**src/rtl/wmem_pkg.sv**
```systemverilog
// wmem_pkg: shared types for the buffered store path.
//   SZ_B/SZ_H/SZ_W/SZ_D : req_size encodings (byte, half, word, double)
//   state_e             : beat sequencer states (BEAT0, BEAT1)
//   store_entry_t       : one queued store {addr, data, size}, sized for the
//                         widest supported XLEN; narrower builds zero-extend.
package wmem_pkg;

  localparam int unsigned XLEN_MAX = 64;

  localparam logic [1:0] SZ_B = 2'b00;
  localparam logic [1:0] SZ_H = 2'b01;
  localparam logic [1:0] SZ_W = 2'b10;
  localparam logic [1:0] SZ_D = 2'b11;

  typedef enum logic {
    BEAT0,
    BEAT1
  } state_e;

  typedef struct packed {
    logic [XLEN_MAX-1:0] addr;
    logic [XLEN_MAX-1:0] data;
    logic [1:0]          size;
  } store_entry_t;

endpackage

```
**src/rtl/store_fifo.sv**
```systemverilog
// store_fifo: generic DEPTH-entry synchronous FIFO.
//   clk, rst_n : clock, asynchronous active-low reset (empties the FIFO)
//   push/wdata : write request; ignored while full (no same-cycle bypass)
//   pop/rdata  : rdata shows the head entry; pop ignored while empty
//   full/empty : occupancy flags, derived from the registered count
module store_fifo #(
  parameter int unsigned WIDTH = 8,
  parameter int unsigned DEPTH = 4
) (
  input  logic             clk,
  input  logic             rst_n,
  input  logic             push,
  input  logic [WIDTH-1:0] wdata,
  output logic             full,
  input  logic             pop,
  output logic [WIDTH-1:0] rdata,
  output logic             empty
);

  localparam int unsigned AW = (DEPTH > 1) ? $clog2(DEPTH) : 1;

  logic [WIDTH-1:0] mem [DEPTH];
  logic [AW-1:0]    wptr;
  logic [AW-1:0]    rptr;
  logic [AW:0]      count;
  logic             do_push;
  logic             do_pop;

  assign full    = (count == (AW+1)'(DEPTH));
  assign empty   = (count == '0);
  assign do_push = push && !full;
  assign do_pop  = pop && !empty;
  assign rdata   = mem[rptr];

  always_ff @(posedge clk or negedge rst_n) begin
    if (!rst_n) begin
      wptr  <= '0;
      rptr  <= '0;
      count <= '0;
    end else begin
      if (do_push) wptr <= wptr + 1'b1;
      if (do_pop)  rptr <= rptr + 1'b1;
      case ({do_push, do_pop})
        2'b10:   count <= count + 1'b1;
        2'b01:   count <= count - 1'b1;
        default: count <= count;
      endcase
    end
  end

  always_ff @(posedge clk) begin
    if (do_push) mem[wptr] <= wdata;
  end

endmodule

```
**src/rtl/wmem_store_unit.sv**
```systemverilog
// wmem_store_unit: buffered store path from the execute/memory stage to the
// data-memory write port. Stores are queued in a DEPTH-entry FIFO and turned
// into NB-aligned bus beats (NB = XLEN/8) with byte strobes.
//   clk, rst_n                 : clock, asynchronous active-low reset
//   req_valid/req_ready        : store request handshake
//   req_addr/req_data/req_size : byte address, right-justified data, size
//   bus_valid/bus_ready        : write beat handshake
//   bus_addr/bus_wdata/bus_wstrb : aligned beat address, lane data, strobes
//   busy                       : FIFO non-empty
//   misalign_err               : pulse when a crossing store is dropped
// Macro WMEM_MISALIGNED_SPLIT_EN: when defined, stores crossing a bus word
// are split into two beats; otherwise they are dropped with misalign_err.
module wmem_store_unit
  import wmem_pkg::*;
#(
  parameter int unsigned XLEN  = 32,
  parameter int unsigned DEPTH = 4
) (
  input  logic              clk,
  input  logic              rst_n,
  input  logic              req_valid,
  output logic              req_ready,
  input  logic [XLEN-1:0]   req_addr,
  input  logic [XLEN-1:0]   req_data,
  input  logic [1:0]        req_size,
  output logic              bus_valid,
  input  logic              bus_ready,
  output logic [XLEN-1:0]   bus_addr,
  output logic [XLEN-1:0]   bus_wdata,
  output logic [XLEN/8-1:0] bus_wstrb,
  output logic              busy,
  output logic              misalign_err
);

  localparam int unsigned NB   = XLEN / 8;
  localparam int unsigned OFFW = $clog2(NB);

  store_entry_t in_entry;
  store_entry_t head;
  logic         full;
  logic         empty;
  logic         pop;

  always_comb begin
    in_entry      = '0;
    in_entry.addr = XLEN_MAX'(req_addr);
    in_entry.data = XLEN_MAX'(req_data);
    in_entry.size = req_size;
  end

  store_fifo #(
    .WIDTH($bits(store_entry_t)),
    .DEPTH(DEPTH)
  ) u_fifo (
    .clk   (clk),
    .rst_n (rst_n),
    .push  (req_valid),
    .wdata (in_entry),
    .full  (full),
    .pop   (pop),
    .rdata (head),
    .empty (empty)
  );

  assign req_ready = !full;
  assign busy      = !empty;

  // Head-entry alignment: build a two-word view so a crossing store's
  // spill into the next bus word falls out of the same shift.
  logic [XLEN-1:0]   h_addr;
  logic [XLEN-1:0]   h_data;
  logic [OFFW-1:0]   off;
  logic [1:0]        size_eff;
  logic [2*NB-1:0]   base;
  logic [2*NB-1:0]   mask;
  logic [2*XLEN-1:0] shifted;
  logic [2*XLEN-1:0] lane_data;
  logic [XLEN-1:0]   beat0_addr;
  logic [XLEN-1:0]   beat1_addr;
  logic              need1;
  logic              beat1_sel;
  logic              unused_head;

  assign h_addr      = head.addr[XLEN-1:0];
  assign h_data      = head.data[XLEN-1:0];
  assign unused_head = ^{head.addr, head.data};
  assign off         = h_addr[OFFW-1:0];
  assign size_eff    = (XLEN == 32 && head.size == SZ_D) ? SZ_W : head.size;
  assign beat0_addr  = {h_addr[XLEN-1:OFFW], {OFFW{1'b0}}};
  assign beat1_addr  = beat0_addr + XLEN'(NB);

  always_comb begin
    base = '0;
    case (size_eff)
      SZ_B:    base[0:0] = '1;
      SZ_H:    base[1:0] = '1;
      SZ_W:    base[3:0] = '1;
      default: base[7:0] = '1;
    endcase
    mask    = base << off;
    shifted = {{XLEN{1'b0}}, h_data} << {off, 3'b000};
    // Zero lanes outside the store so stray upper data bits never leak.
    for (int unsigned i = 0; i < 2*NB; i++) begin
      lane_data[8*i +: 8] = shifted[8*i +: 8] & {8{mask[i]}};
    end
  end

  assign need1 = |mask[2*NB-1:NB];

`ifdef WMEM_MISALIGNED_SPLIT_EN
  state_e state;

  assign beat1_sel    = (state == BEAT1);
  assign bus_valid    = beat1_sel || !empty;
  assign pop          = bus_valid && bus_ready && (beat1_sel || !need1);
  assign misalign_err = 1'b0;

  always_ff @(posedge clk or negedge rst_n) begin
    if (!rst_n) begin
      state <= BEAT0;
    end else begin
      case (state)
        BEAT0:   if (bus_valid && bus_ready && need1) state <= BEAT1;
        BEAT1:   if (bus_ready) state <= BEAT0;
        default: state <= BEAT0;
      endcase
    end
  end
`else
  // Crossing stores are discarded the cycle they reach the head.
  assign beat1_sel    = 1'b0;
  assign bus_valid    = !empty && !need1;
  assign misalign_err = !empty && need1;
  assign pop          = (bus_valid && bus_ready) || misalign_err;
`endif

  always_comb begin
    bus_addr  = '0;
    bus_wdata = '0;
    bus_wstrb = '0;
    if (bus_valid) begin
      if (beat1_sel) begin
        bus_addr  = beat1_addr;
        bus_wdata = lane_data[2*XLEN-1:XLEN];
        bus_wstrb = mask[2*NB-1:NB];
      end else begin
        bus_addr  = beat0_addr;
        bus_wdata = lane_data[XLEN-1:0];
        bus_wstrb = mask[NB-1:0];
      end
    end
  end

endmodule

```
**config.mk**
```make
export PLATFORM = sky130hd
export DESIGN_NAME = wmem_store_unit
export DESIGN_NICKNAME = d
export VERILOG_FILES = /design/src/rtl/wmem_pkg.sv /design/src/rtl/store_fifo.sv /design/src/rtl/wmem_store_unit.sv
export SDC_FILE = /design/constraint.sdc
export NUM_CORES = 1
export LEC_CHECK = 0
export CAP_MARGIN = 20
export CORE_MARGIN = 4
export CORE_UTILIZATION = 35
export DETAILED_ROUTE_END_ITERATION = 8
export GPL_ROUTABILITY_DRIVEN = 0
export GPL_TIMING_DRIVEN = 1
export SLEW_MARGIN = 10
export SYNTH_ARGS = -nofsm -noshare
export SYNTH_HDL_FRONTEND = slang
export SYNTH_HIERARCHICAL = 1
export SYNTH_SLANG_ARGS = --single-unit
```
**constraint.sdc**
```tcl
create_clock -name clk -period 5.87 [get_ports clk]
set_input_delay 0.587 -clock clk [delete_from_list [all_inputs] [get_ports clk]]
set_output_delay 0.587 -clock clk [all_outputs]
set_load 0.03 [all_outputs]
```
==> out/results.ini <==
[cts]
htreeDepth=1
cts_resized=0
cts_setup_buffers=0
hold_buffers=0
clockBufferDepth=3
clock_sinks=271
clock_latency_ns=0.53
cts_tree=built
cts-root-buf=clkbuf_16
numCtsBuffers=28
path_clk_slew_ns=0.06

[route]
m1WireLength_mm=9.78
drtIter0Drc=354
vias=5385
antenna_left=0
wirelength_mm=23.1
first_pass_iters=4
wl_per_cell_um=21.2
vias_per_cell=4.93
topRoutingLayerUsed=met5
wl_met2_mm=11.3
drc=0
met3_length_mm=1.68

[placed_design]
dpl.hpwl_mm=14.3
place_area_um2=12700
port_buffers=139

[worst_setup_path]
slowest_delay_ns=0.80
cp_data_arrival_time_ns=3.99
cp-end-kind=primary output
worst-r2r-cell-count=10
cpMaxStageDelayCell=dfrtp_4
worstSetupStartpointType=flop
critical_path_class=reg -> out
rrSetupSlack_ns=2.40
crit_fanout=32
cp_cell_sequence=mux4_2, buf_4, o21a_1, a311oi_4, a21boi_1, clkdlybuf4s50_1
crit_required_ns=5.28
regToRegEndpoint=u_fifo/count[2]$_DFFE_PN0P_
r2r_start=u_fifo/rptr[0]$_DFFE_PN0P_

[sta]
setup_viol=0
slew_violations=0
slew_headroom=0.264
timing.setup.tns_ns=0
fmax_ghz=0.219
fin_crit_ns=4.58
hold_viol=0
tightest_slew_ns=1.10
rsz0062_at_grt=no
fin_skew_ns=0.0190
period_share=0.780

[layout]
nFillCells=2642
final_common_cell=edfxtp_1
final_cell_area_um2=13600
antenna_cells=0
final_cell_mix=264 x edfxtp_1, 139 x clkdlybuf4s50_1, 66 x mux4_2, 39 x and2_1, 29 x clkbuf_16
syn2layout_area_growth_pct=23.6
drive_above_1_share=0.198
fin_nets=753
utilization=0.441

[power]
clkPwrFrac=0.201
p_seq_frac=0.334
power.switching_mw=3.10
power_frac_comb=0.465
swShare=0.374
p_per_area_nw_per_um2=609
vdd_drop_max_uv=397
leakagePower_nw=4.40
p_int_mw=5.18

[job]
drv_cap=0

[synthesis]
yosysWarnings=6
synthCells=539
synth_area_um2=11000
syn_area_per_cell_um2=20.4

[grt]
antenna_found_initial=4
grt-ovfl-total=0
grt_pass1_vias=5954
grt_usage=0.133
grt_pass1_wl_mm=34.9
grt_max_degree=67

[floorplanning]
dieArea_um2=34300
die-width_um=185
ios=142
initial_utilization=0.357
die_h_um=185
core_area_um2=30800
fp-row-count=64

[outcome]
status=complete, no violations

[worst_hold_path]
hold_class=in -> async

## routing by layer
| layer | vias to the layer above | track usage |
|---|---|---|
| met4 | 8 | 0.0267 |
| met1 | 2758 | 0.175 |
| met3 | 34 | 0.0391 |
| li1 | 2427 | - |
| met2 | 158 | 0.223 |
| met5 | - | 0 |
## worst max-delay path, delay by kind of cell (launching register included)
kind                   cells  cell delay [ns]
flip-flops                 1             0.80
multiplexers               1             0.72
buffers and inverters      2             1.00
AO/OA/AOI/OAI              3             0.92
## how the worst max path moves through the flow
| stage | startpoint | to | slack, ns |
|---|---|---|---|
| finish | u_fifo/rptr[0]$_DFFE_PN0P_ | bus_wdata[16] | 1.29 |
| global route | u_fifo/rptr[0]$_DFFE_PN0P_ | bus_wdata[17] | 1.05 |
| CTS | u_fifo/rptr[0]$_DFFE_PN0P_ | bus_wdata[17] | 1.23 |
| detailed placement | u_fifo/rptr[0]$_DFFE_PN0P_ | bus_wdata[17] | 1.81 |
| global placement | u_fifo/rptr[0]$_DFFE_PN0P_ | bus_addr[19] | 1.92 |
| floorplan | u_fifo/rptr[0]$_DFFE_PN0P_ | bus_wdata[16] | 2.55 |
## metrics by stage
stage               std cells  worst slack (ns)  power, mW  hold slack (ns)
floorplan                 540              2.55       5.35            0.291
global placement         1043              1.92       6.65            0.510
detailed placement       1043              1.81       6.72            0.555
CTS                      1092              1.23       8.42            0.291
global route             1092              1.05       8.72            0.304
finish                   1092              1.29       8.28            0.316
## state kept, by name (all words and copies together) (netlist names)
signal        count
u_fifo/mem      264
u_fifo/rptr       2
u_fifo/count      3
u_fifo/wptr       2
## power groups by stage
stage          Clock [mW]  Sequential, mW  Combinational (mW)
5_1_grt              1.80            2.82                4.10
3_5_place_dp            0            2.82                3.89
6_report             1.66            2.77                3.85
2_1_floorplan           0            2.68                2.66
4_1_cts              1.72            2.78                3.92
3_3_place_gp            0            2.79                3.85
## area by class of cell
class / instances / area (µm²) / area share
sequential: 271 / 8110 / 0.596
multi-input combinational: 219 / 2650 / 0.195
timing repair buffer: 145 / 1440 / 0.106
clock buffer: 32 / 737 / 0.0542
tap: 396 / 495 / 0.0364
clock inverter: 17 / 133 / 0.00975
inverter: 12 / 45.0 / 0.00331
Power figures use the tool's default switching activity.
